$ cat src/rtl/meter_pkg.sv
// Shared types and constants for the parking-meter slice timer.
// Latency: n/a (declarations only).
// Backpressure: n/a.
package meter_pkg;

  typedef enum logic [1:0] {
    IDLE   = 2'd0,
    RUN    = 2'd1,
    EXPIRE = 2'd2
  } state_t;

  localparam int BCD_W       = 4;
  localparam int SLICE_S_DEF = 30;
  localparam int FAST_SIM_P  = 4;

  typedef logic [2*BCD_W-1:0] bcd2_t;

  // Two-digit BCD of a value 0..99, tens digit in the upper nibble.
  function automatic bcd2_t bin2bcd(input int v);
    return {BCD_W'(v / 10), BCD_W'(v % 10)};
  endfunction

endpackage

$ cat src/rtl/meter_slice_timer_if.sv
// Handshake bundle between the meter FSM (master) and the slice timer (slave).
// Latency: n/a (wires only).
// Backpressure: none; ct is a level request, t a single-cycle pulse.
interface meter_slice_timer_if;
  import meter_pkg::*;

  logic             ct;
  logic             t;
  logic [BCD_W-1:0] sec_tens;
  logic [BCD_W-1:0] sec_ones;
  logic             running;
  logic             tick;

  modport master (output ct, input t, sec_tens, sec_ones, running, tick);
  modport slave  (input ct, output t, sec_tens, sec_ones, running, tick);
endinterface

$ cat src/rtl/bcd_down_counter2.sv
// Two-digit BCD down-counter with load, enable, zero and one-remaining detect.
// Latency: load/decrement visible one cycle after the enabling edge.
// Backpressure: none; load beats enable, counting stops at 00.
module bcd_down_counter2
  import meter_pkg::*;
(
  input  logic             clk,
  input  logic             rst,
  input  logic             load,
  input  logic [BCD_W-1:0] load_tens,
  input  logic [BCD_W-1:0] load_ones,
  input  logic             en,
  output logic [BCD_W-1:0] tens,
  output logic [BCD_W-1:0] ones,
  output logic             zero,
  output logic             last
);

  assign zero = (tens == '0) && (ones == '0);
  // Count is 01: the next enabled decrement lands on zero.
  assign last = (tens == '0) && (ones == BCD_W'(1));

  // Load or decrement; ones digit 0 borrows from tens and wraps to 9.
  always_ff @(posedge clk) begin
    if (rst) begin
      tens <= '0;
      ones <= '0;
    end else if (load) begin
      tens <= load_tens;
      ones <= load_ones;
    end else if (en && !zero) begin
      if (ones == '0) begin
        ones <= BCD_W'(9);
        tens <= tens - BCD_W'(1);
      end else begin
        ones <= ones - BCD_W'(1);
      end
    end
  end

endmodule

$ cat src/rtl/meter_slice_timer.sv
// Parking slice timer: one-second prescaler plus BCD seconds countdown; METER_FAST_SIM_EN shortens the second to 4 clks.
// Latency: ct -> reloaded display/running next cycle; t rises SLICE_S*P+1 cycles after ct.
// Backpressure: none; ct always wins over expiry, rst wins over everything.
module meter_slice_timer
  import meter_pkg::*;
#(
  parameter int CLK_HZ  = 100000000,
  parameter int SLICE_S = SLICE_S_DEF
) (
  input  logic                 clk,
  input  logic                 rst,
  meter_slice_timer_if.slave   bus
);

`ifdef METER_FAST_SIM_EN
  localparam int P = FAST_SIM_P;
`else
  localparam int P = CLK_HZ;
`endif
  localparam int              PW        = (P > 1) ? $clog2(P) : 1;
  localparam logic [PW-1:0]   P_LAST    = PW'(P - 1);
  localparam bcd2_t           SLICE_BCD = bin2bcd(SLICE_S);

  logic [PW-1:0]    presc;
  logic             tick;
  state_t           state;
  logic             t_q;
  logic             run_q;
  logic [BCD_W-1:0] tens;
  logic [BCD_W-1:0] ones;
  logic             cnt_zero;
  logic             cnt_last;
  logic             cnt_en;

  assign tick = (presc == P_LAST);

  // Free-running prescaler, realigned by every slice load so each slice gets full seconds.
  always_ff @(posedge clk) begin
    if (rst || bus.ct) begin
      presc <= '0;
    end else if (tick) begin
      presc <= '0;
    end else begin
      presc <= presc + PW'(1);
    end
  end

  // A load cycle never decrements, so a ct coinciding with the final tick just restarts.
  assign cnt_en = (state == RUN) && tick && !bus.ct;

  bcd_down_counter2 u_cnt (
    .clk       (clk),
    .rst       (rst),
    .load      (bus.ct),
    .load_tens (SLICE_BCD[2*BCD_W-1:BCD_W]),
    .load_ones (SLICE_BCD[BCD_W-1:0]),
    .en        (cnt_en && !cnt_zero),
    .tens      (tens),
    .ones      (ones),
    .zero      (cnt_zero),
    .last      (cnt_last)
  );

  // Slice FSM with registered Moore outputs t and running.
  always_ff @(posedge clk) begin
    if (rst) begin
      state <= IDLE;
      t_q   <= 1'b0;
      run_q <= 1'b0;
    end else if (bus.ct) begin
      state <= RUN;
      t_q   <= 1'b0;
      run_q <= 1'b1;
    end else begin
      case (state)
        RUN: begin
          if (tick && cnt_last) begin
            state <= EXPIRE;
            t_q   <= 1'b1;
            run_q <= 1'b0;
          end
        end
        EXPIRE: begin
          state <= IDLE;
          t_q   <= 1'b0;
          run_q <= 1'b0;
        end
        default: begin
          state <= IDLE;
          t_q   <= 1'b0;
          run_q <= 1'b0;
        end
      endcase
    end
  end

  assign bus.t        = t_q;
  assign bus.running  = run_q;
  assign bus.sec_tens = tens;
  assign bus.sec_ones = ones;
  assign bus.tick     = tick;

endmodule

$ cat src/flat_wrapper.sv
// flat-port wrapper written by rule: the top's interface ports become plain ports
module meter_slice_timer_flat import meter_pkg::*;
#(
  parameter int CLK_HZ  = 100000000,
  parameter int SLICE_S = SLICE_S_DEF
)
  (clk, rst, bus_ct, bus_t, bus_sec_tens, bus_sec_ones, bus_running, bus_tick);
  meter_slice_timer_if bus_i ();
  input  logic clk;
  input  logic rst;
  input wire logic [$bits(bus_i.ct)-1:0] bus_ct;
  output wire logic [$bits(bus_i.t)-1:0] bus_t;
  output wire logic [$bits(bus_i.sec_tens)-1:0] bus_sec_tens;
  output wire logic [$bits(bus_i.sec_ones)-1:0] bus_sec_ones;
  output wire logic [$bits(bus_i.running)-1:0] bus_running;
  output wire logic [$bits(bus_i.tick)-1:0] bus_tick;
  assign bus_i.ct = bus_ct;
  assign bus_t = bus_i.t;
  assign bus_sec_tens = bus_i.sec_tens;
  assign bus_sec_ones = bus_i.sec_ones;
  assign bus_running = bus_i.running;
  assign bus_tick = bus_i.tick;
  meter_slice_timer #(.CLK_HZ(CLK_HZ), .SLICE_S(SLICE_S)) u_core (.clk(clk), .rst(rst), .bus(bus_i));
endmodule
$ cat config.mk
export PLATFORM = sky130hd
export DESIGN_NAME = meter_slice_timer_flat
export DESIGN_NICKNAME = d
export VERILOG_FILES = /design/src/rtl/meter_pkg.sv /design/src/rtl/meter_slice_timer_if.sv /design/src/rtl/bcd_down_counter2.sv /design/src/rtl/meter_slice_timer.sv /design/src/flat_wrapper.sv
export SDC_FILE = /design/constraint.sdc
export NUM_CORES = 1
export LEC_CHECK = 0
export ABC_AREA = 1
export BUFFER_PORTS_ARGS = -buffer_cell sky130_fd_sc_hd__buf_2
export CORE_MARGIN = 3
export CORE_UTILIZATION = 54
export CTS_CLUSTER_DIAMETER = 200
export DETAILED_ROUTE_END_ITERATION = 8
export MAX_ROUTING_LAYER = met4
export PLACE_DENSITY = 0.73
export SETUP_SLACK_MARGIN = 0.02
export SYNTH_ARGS = -nofsm -noshare
export SYNTH_HDL_FRONTEND = slang
export SYNTH_SLANG_ARGS = --single-unit
$ cat constraint.sdc
create_clock -name clk -period 2.5 [get_ports clk]
set_clock_uncertainty 0.2 [all_clocks]
set_input_delay 0.5 -clock clk [delete_from_list [all_inputs] [get_ports clk]]
set_output_delay 0.5 -clock clk [all_outputs]
set_load 0.03 [all_outputs]
-- After elaboration in Yosys (flattened, before gate mapping)
Cells that the tools add are included.
- reduce and logical (&&, ||, !) cells: 19
- add/subtract/negate cells: 3
- bitwise logic cells: 1
- equal/unequal tests: 4
- multiplexer cells: 10
- operators with widths (kind ; count):
    27-bit by 1-bit adder with 27-bit output (second input constant) ; 1
    27-bit equality test (second input constant) ; 1
    4-bit logical NOT ; 2
    4-bit by 1-bit subtractor with 4-bit output (second input constant) ; 2
    1-bit logical AND ; 7
    1-bit two-way mux ; 6
    2-bit two-way mux ; 3
    4-bit by 1-bit equality test with 1-bit output (second input constant) ; 1
    4-bit two-way mux ; 1
    2-bit AND reduction ; 2
    2-bit nonzero test ; 2
    2-bit OR reduction ; 2
    3-bit inequality test (second input constant) ; 1
    3-bit OR reduction ; 1
    2-bit by 1-bit equality test with 1-bit output (second input constant) ; 1
    1-bit logical NOT ; 2
    1-bit logical OR ; 1
    1-bit inverter ; 1
- word-level logic and storage cells: 44
- register bits: 38
- bits of input ports: 3
- output and inout port bits: 11

-- Logic depth before layout (Yosys ltp)
Gate-level depths: netlist of run 1.
- depth in word-level cells: 7
- mapped depth: 11
- mapped depth without buffers: 11

-- Modules after synthesis
Synthesis of run 1 repeated with hierarchy kept, for this count alone.
- cells, all modules: 330
- area total of the unflattened synthesis: 2159.6 um2
- modules (own cells, without submodules) (module ; times used ; cells an instance ; area an instance (um2) ; sequential area each (um2)):
    meter_slice_timer ; 1 ; 241 ; 1599.0 ; 580.6
    bcd_down_counter2 ; 1 ; 89 ; 560.5 ; 160.2

-- Worst setup path after synthesis of run 1
OpenSTA, ideal clock, no wires.
- path type: register -> register
- start point: reg u_core.u_cnt.tens[0]
- end point: reg u_core.u_cnt.tens[2]
- library setup time: 0.116 ns
- path slack: 0.603 ns
- period minus slack after synthesis: 1.897 ns
- path buffers: 0
- cell stages (with the launch flop): 11
- data required time: 2.184 ns
- arrival: 1.581 ns
- cells stage by stage: dfxtp_1 inv_1 ha_1 nand3_1 nor2_1 nor2_2 inv_2 nor2_8 nand4_1 nand2_1 nor2_1
- word-level cells in the longest chain between the ends: 6
- elaborated cells on any way between the ends: 7
- those cells by class: add/sub: 1; reduce/logical: 6
- ends and longest elaborated chain (what ; line ; RTL):
    from (decl) ; bcd_down_counter2.sv:13 ; output logic [BCD_W-1:0] tens,
    from (signal assigned) ; bcd_down_counter2.sv:29 ; tens <= load_tens;
    from (signal assigned) ; bcd_down_counter2.sv:34 ; tens <= tens - BCD_W'(1);
    4-bit logical NOT ; bcd_down_counter2.sv:19 ; assign zero = (tens == '0) && (ones == '0);
    1-bit logical AND ; bcd_down_counter2.sv:19 ;
    1-bit logical NOT ; bcd_down_counter2.sv:31, meter_slice_timer.sv:57 ;
    1-bit logical AND ; meter_slice_timer.sv:57 ; .en (cnt_en && !cnt_zero),
    1-bit logical AND ; bcd_down_counter2.sv:31 ; end else if (en && !zero) begin
    2-bit AND reduction (no line) ; -- ;
Parallel ways exist; a longest one is shown, timed or not.
A chain may end at the register's enable or synchronous reset.

-- Worst setup path after layout of run 1
- start point: reg u_core.presc[0]
- end point: out bus_tick
- word-level cells in the longest chain between the ends: 1
- ends and longest elaborated chain (what ; line ; RTL):
    from (decl) ; meter_slice_timer.sv:24 ; logic [PW-1:0] presc;
    from (signal assigned) ; meter_slice_timer.sv:44 ; presc <= presc + PW'(1);
    27-bit equality test ; meter_slice_timer.sv:35 ; assign tick = (presc == P_LAST);
    to (decl) ; flat_wrapper.sv:16 ; output wire logic [$bits(bus_i.tick)-1:0] bus_tick;
No other way between the ends.

==> out/results.txt, run 1 <==
The source-to-sink clock delay at the later pin of the worst-skew pair is 0.29 ns, and the count of flip-flops with a built-in enable after synthesis is 0. Hold repair after CTS inserted 0 buffers. The run gives 0.2521 as the met1 usage in global routing. The critical path goes through ha_1, nand2_1, nor2_4, nand3_1, nor2_4, clkbuf_4. The share of synthesized registers carrying an async set or reset was 0. For this run, the number of Yosys warnings is 0. For this run, the top clock speed supported by timing is 427.6 MHz.

For this design, the slowest cell found on the critical path is dfxtp_1. The global-route layer with the greatest usage is met2. The tools report the via count of the first global-routing pass as 1,594. The run gives 0.3702 as the register area share after synthesis. The origin of the critical flop-to-flop path was u_core.presc[0]$_SDFF_PP0_.

The run gives 0.55 ns as the setup slack of the most critical reg-to-reg path. For this block, the via count after detailed routing is 1,749. The clock transition time at the flip-flop clock pins of the worst setup and hold paths came out at 0.07 ns.

The overall die area is 4472 sq um, and the number of maximum-capacitance constraint violations is 0. Net switching fraction of the power: 0.2251. The maximum number of pins on one net before global-route repair is 22, and the final estimated routing congestion in global placement is 0.8579. A synthesized cell averages 7.095 sq um. The global-route total usage across every layer was 0.2069. Sorting the synthesized cells by area gives the leading types as dfxtp_1 37%, nand2_1 11%, nor2_1 8.3%. Using the TritonRoute via totals, the vias-per-cell ratio works out to 5.055. The logs give 0.7380 for the remaining max-slew budget at the tightest pin and 0 for the count of antenna diodes in the layout. The tools report the power share of the sequential group as 0.560. After synthesis the netlist holds a flip-flop and latch count of 37.

Counting instances, the worst hold path has a depth of 2. Setup repair after global routing left no endpoint under its margin. The total internal power is 0.8294 mW. The finished cells cover 2193 sq um.

The run gives 0 as the setup-violating endpoint count in the final report. The worst hold path class is in -> reg. Counting distinct cell types in the post-synthesis netlist gives 29.

In this run the remaining antenna-violating nets after routing total 0. The worst path in the final design needs a cycle of 2.339 ns, including I/O delays and setup. The tree is rooted in a clkbuf_8. For hold timing, the worst endpoint is u_core.bus.t$_SDFFE_PP0P_. In this run the static leakage power is 0.9111 nW. Final count of pins violating max slew: 0. The tools report the startpoint of the worst setup timing path as u_core.presc[0]$_SDFF_PP0_. The count of mapped cells out of synthesis came out at 282. The number of primary I/O pins is 14. The met2 track demand over resource was 0.3131; the proportion of power drawn by combinational gates was 0.050. For this run, the number of standard cells in the final layout without fillers is 346.

From bottom edge to top edge, the die measures 66.87 um. The H-tree generated during clock tree synthesis spans 2 levels. The number of clock buffers added by TritonCTS is 5. The startpoint identified for the worst hold timing path is rst. After filler insertion, the fill cell instance count of the layout stands at 346. The tools report the data required time of the critical path as 1.80 ns.

Counting stages on the worst path, the most repeated cell is nor2_4. Setup total negative slack on the finished layout was measured at 0 ns. Number of buffer and inverter stages on the critical path: 1.

The power share of the clock group is 0.390, and the global-route wire length before repair is 6.858 mm. Summing every instance area after synthesis gives 2001 sq um. The critical path start-end classification is reg -> out. The post-layout utilization of the core came out at 0.6372. The share of the clock period used by the worst path is 0.9355, and the total chip power is 1.070 mW.

The tools report the number of detailed-route iterations in the first pass as 4. The worst setup path is captured at an output pin. Dividing the detail-routed wire length by the instance count gives 11.17 um. The run finished with clean final reports. STA classifies the critical path startpoint as a flop. Row generation in the floorplan step produced 21 rows. The wire-length estimate of the detail-placed layout is 2.960 mm. The tools report the post-detailed-route DRC marker count as 0. The logs give 0 for the remaining global-route overflow and 110 for the count of routing violations after the opening detailed-route iteration. In this run the horizontal extent of the chip is 66.87 um.

The proportion of netlist area held by the largest area contributor came out at 0.3702. The maximum net fanout on the critical path works out to 7. TritonCTS built the clock tree.

The largest area contributor in the netlist was dfxtp_1. The logs give 2105 sq um for the standard cell area after detailed placement and 0 for the number of antenna violations at the first check in global routing. After detailed placement, the design holds a cell count of 339.

Signed area change from the synthesized netlist to the final layout: 9.631%. The initial core utilization was 0.5812. The tools report the clock net sink count as 37. Dividing total power by cell area gives a power density of 488.0 nW/um^2. The worst ir drop on vdd was 0.0003280 V; the count of buffers from port buffering was 13. The fraction of final layout cells sized beyond drive strength 1 is 0.1400. Number of nets produced by synthesis: 288.

The endpoint of the lowest-slack register-to-register path was u_core.presc[11]$_SDFF_PP0_. The longest clock path from root to sink contains 2 buffers. At the pin with the least slew margin, the transition time is 0.3900 ns. The worst register-to-register path has a depth of 10.

The tools report the met3 usage as 0.05228. The final routed wirelength across all metal layers was 3.864 mm; the core footprint was 3442 sq um. The hold violation count in the final report is 0. The longest individual stage delay on the worst path came out at 0.35 ns.

The final net count was 306; the switching power of the nets was 0.2409 mW. For the data arrival at the endpoint of the critical path, the log shows 1.64 ns. The kind of cell adding the most delay to the critical path is simple AND/OR/NAND/NOR gates. Commonest register cell after synthesis: dfxtp_1.
## routing by layer
| metal | share of wire | wire (um) | vias to the layer above |
|---|---|---|---|
| met3 | 0.047 | 180 | 9 |
| met4 | 0.023 | 89 | 0 |
| met5 | 0 | 0 | - |
| met1 | 0.47 | 1825 | 775 |
| li1 | - | - | 929 |
| met2 | 0.46 | 1767 | 36 |
## Yosys cell counts, types with 2 or more instances
cell type,instances
nor2_4,5
ha_1,3
nand2_1,60
o21ai_1,2
a21oi_1,12
nand4_1,11
nor2_1,44
xor2_1,6
nand3_1,16
nor3_1,11
nor2_8,2
nand3b_1,3
inv_2,2
dfxtp_1,37
nor2_2,4
xnor2_1,4
o21ai_0,3
inv_1,40
nor3b_1,2
nand2_4,4
nand2_2,3
## sequential cells by signal (all words and copies together), names as in the netlist
register            cells
u_core.bus.running      1
u_core.bus.t            1
u_core.u_cnt.tens       4
u_core.u_cnt.ones       4
u_core.presc           27
## what timing repair did
action                                  in CTS  in global routing
setup buffers                                0                  0
gates resized for setup                      0                  1
endpoints found under the setup margin       0                  1
## through the flow
step / hold WS (ns) / setup slack [ns]
final: 0.2143 / 0.1613
after global routing: 0.2099 / 0.04346
after CTS: 0.2082 / 0.1146
after detailed placement: 0.2423 / 0.4285
after global placement: 0.2312 / 0.4726
after floorplan: 0.2175 / 0.6033
## area by class of cell
type,instances,area (sq um),area share
Inverter,42,157.7,0.07188
Multi-Input combinational cell,201,1084,0.4940
Timing Repair Buffer,13,67.56,0.03080
Sequential cell,37,740.7,0.3377
Tap cell,46,57.56,0.02624
Clock buffer,7,86.33,0.03936
## how the worst max path moves through the flow
stage | end | slack, ns | cells past startpoint
finish | bus_tick | 0.16 | 6
detailed placement | bus_tick | 0.43 | 6
CTS | bus_tick | 0.11 | 6
global route | bus_tick | 0.04 | 6
global placement | bus_tick | 0.47 | 6
floorplan | u_core.u_cnt.tens[2]$_SDFFE_PP0P_ | 0.60 | 10
## cells by family after synthesis
family,Yosys count,share of synthesized area
AND/OR/NAND/NOR,167,0.4215
adder cells (fa/ha/maj),3,0.01876
flip-flops,37,0.3702
XOR/XNOR,10,0.04378
buffers and inverters,44,0.08818
AO/OA/AOI/OAI,21,0.05754
## layout by cell type (no fill, tap or decap), drive strengths merged, types with 4 or more instances in the layout
cell type   n
nor2       55
dfxtp      37
o21ai       5
clkbuf      8
nand3      17
buf        12
xor2        6
inv        42
nand2      67
xnor2       4
nor3       12
nand4      11
a21oi      13
## power by group through the flow
stage	sequential, mW	combinational, mW	clock, mW
after global routing	0.599	0.0617	0.460
after floorplan	0.621	0.0350	0
after global placement	0.612	0.0542	0
final	0.599	0.0538	0.418
after detailed placement	0.612	0.0544	0
after CTS	0.599	0.0545	0.432
No activity file was read; power rests on OpenSTA's default activity.
==> inputs of run 2 (changes only) <==
- RECOVER_POWER: not set -> 50
- SKIP_CTS_REPAIR_TIMING: not set -> 1
==> run 2 against run 1 <==
Global-route usage unchanged. Clock power about the same. Combinational power decreased by 2%. Via count increased by 0.69%. Register-to-register slack got worse by 0.23 ns. Hold slack about the same. Routed wire length increased by 0.41%. Setup slack improved by 0.033 ns. First-iteration DRC count increased by 2.7%. Maximum frequency increased by 1.5%. Flip-flop and latch count unchanged. Die area unchanged. Critical path type unchanged.
==> out/results.txt, run 2 (synthesis results as in run 1) <==
The flow ran to the end, and the final reports show no timing, DRC or antenna violations. TritonCTS built the clock tree. The tools report the final setup TNS as 0 ns (unchanged). The source-to-sink clock delay at the later pin of the worst-skew pair is 0.29 ns (about the same), and the maximum net fanout on the critical path is 7 (unchanged).

The remaining max-slew budget at the tightest pin was 0.7383 (was 0.7380). The largest buffer count on any clock path is 2 (unchanged), and the signed area change from the synthesized netlist to the final layout is 7.880% (was 9.631%). Height of the die: 66.87 um (unchanged). The master cell of the clock root buffer is clkbuf_8 (unchanged). Setup repair after global routing left no endpoint under its margin.

The logs give 0 (unchanged) for the remaining global-route overflow and 433.8 MHz (was 427.6 MHz) for the maximum clock frequency. The H-tree depth reported by CTS is 2 (unchanged), and the final critical-path required period is 2.305 ns (was 2.339 ns). The global-route wire length before repair came out at 6.858 mm (unchanged). The commonest non-fill, non-tap cell in the layout is nand2_1 (unchanged).

The worst hold path class is in -> reg (unchanged). The run gives 0.5812 (unchanged) as the initial core utilization. The power density of the placed cells was 495.3 nW/um^2 (was 488.0 nW/um^2). The tools report the number of primary I/O pins as 14 (unchanged).

The post-detailed-route DRC marker count was 0 (unchanged). The flip-flop count of the largest register, all copies and words added was 27 (unchanged); the total clock buffers created by CTS was 5 (unchanged). The tools report the data arrival at the endpoint of the critical path as 1.61 ns (was 1.64 ns). The via count of the first global-routing pass is 1,594 (unchanged), and the share of the clock period used by the worst path is 0.9221 (was 0.9355).

For the setup slack of the most critical reg-to-reg path, the log shows 0.32 ns (was 0.55 ns). The tools report the kind of launch point of the worst setup path as a flop (unchanged). The tools report the overall via count from detail_route as 1,761 (was 1,749).

The tools report the number of antenna violations at the first check in global routing as 0 (unchanged). The tools report the count of routing violations after the opening detailed-route iteration as 113 (was 110). The clock transition time at the flip-flop clock pins of the worst setup and hold paths is 0.07 ns (about the same), and the count of antenna diodes in the layout is 0 (unchanged).

The static leakage was 0.8369 nW (was 0.9111 nW); the data required time of the critical path was 1.80 ns (about the same). Core footprint: 3442 sq um (unchanged). Overall die area: 4472 sq um (unchanged). Largest registers in the final layout: u_core.presc: 27 flops, u_core.u_cnt.ones: 4 flops, u_core.u_cnt.tens: 4 flops (unchanged).

The clock net sink count is 37 (unchanged). The critical path capture point type is an output pin (unchanged). The total chip power was 1.069 mW (was 1.070 mW); the maximum number of pins on one net before global-route repair was 22 (unchanged). The final net count is 306 (unchanged), and the count of buffers from port buffering is 13 (unchanged). Highest-count cells in the layout ignoring fill and taps: 62 x nand2_1, 45 x nor2_1, 40 x inv_1 (was 60 x nand2_1, 44 x nor2_1, 40 x inv_1). The final count of pins violating max slew was 0 (unchanged); the worst ir drop on vdd was 0.0003280 V (about the same). The global-route total usage across every layer is 0.2069 (unchanged), and the number of vias per cell is 5.090 (was 5.055).

Number of nets with antenna violations after routing: 0 (unchanged). The hold violation count in the final report was 0 (unchanged). The fraction of final layout cells sized beyond drive strength 1 works out to 0.09667 (was 0.1400). For the row count, the log shows 21 (unchanged). The register with the most flip-flops was u_core.presc (unchanged).

The final routed wirelength across all metal layers was 3.880 mm (was 3.864 mm); the post-DP HPWL was 2.960 mm (unchanged). The logs give 4 (unchanged) for the number of detailed-route iterations in the first pass and 0 (unchanged) for the setup-violating endpoint count in the final report. The tools report the number of maximum-capacitance constraint violations as 0 (unchanged).

The final estimated routing congestion in global placement is 0.8579 (unchanged). The routed length per instance works out to 11.21 um (was 11.17 um). The critical path start-end classification is reg -> out (unchanged). The horizontal die dimension works out to 66.87 um (unchanged). The transition time at the pin with the least slew margin came out at 0.3895 ns (was 0.3900 ns).
==> run 2: cell type report <==
| class | instances | area [sq um] |
|---|---|---|
| Clock buffer | 7 | 86.33 |
| Timing Repair Buffer | 13 | 55.05 |
| Tap cell | 46 | 57.56 |
| Sequential cell | 37 | 740.7 |
| Multi-Input combinational cell | 201 | 1061 |
| Fill cell | 349 | 1284 |
| Inverter | 42 | 157.7 |
==> run 2: worst max-delay path, cell delays in order, from the launching register on <==
cell	delay (ns)
dfxtp_1	0.35
ha_1	0.18
nand2_1	0.10
nor2_4	0.15
nand3_1	0.13
nor2_4	0.19
clkbuf_4	0.23
==> run 2: path summary, 6_finish.rpt <==
path	from	end	cells past startpoint
worst max-delay path	u_core.presc[0]$_SDFF_PP0_	bus_tick	6
worst min-delay path	rst	u_core.bus.t$_SDFFE_PP0P_	2
worst max register to register	u_core.presc[0]$_SDFF_PP0_	u_core.presc[11]$_SDFF_PP0_	10
worst min register to register	u_core.presc[0]$_SDFF_PP0_	u_core.presc[0]$_SDFF_PP0_	1
==> run 2: power breakdown <==
part           total (mW)  switching [mW]  internal [mW]
Combinational      0.0526          0.0380         0.0146
Clock               0.418           0.199          0.219
Sequential          0.599         0.00390          0.595
==> run 2: stage by stage <==
step	setup WS, ns	utilization	cells	cell area, sq um	hold slack, ns
6_report	0.1948	0.6270	346	2158	0.2142
5_1_grt	0.07152	0.6270	346	2158	0.2099
4_1_cts	0.1146	0.6365	346	2191	0.2082
3_5_place_dp	0.4285	0.6114	339	2105	0.2423
3_3_place_gp	0.4726	0.6114	339	2105	0.2312
2_1_floorplan	0.6033	-	282	2001	0.2175
==> run 2: routing by layer <==
metal | routed length, um | GRT usage | share of wire
met1 | 1842 | 0.2521 | 0.47
met2 | 1756 | 0.3131 | 0.45
met3 | 183 | 0.05228 | 0.047
met4 | 98 | 0.1114 | 0.025
met5 | 0 | - | 0
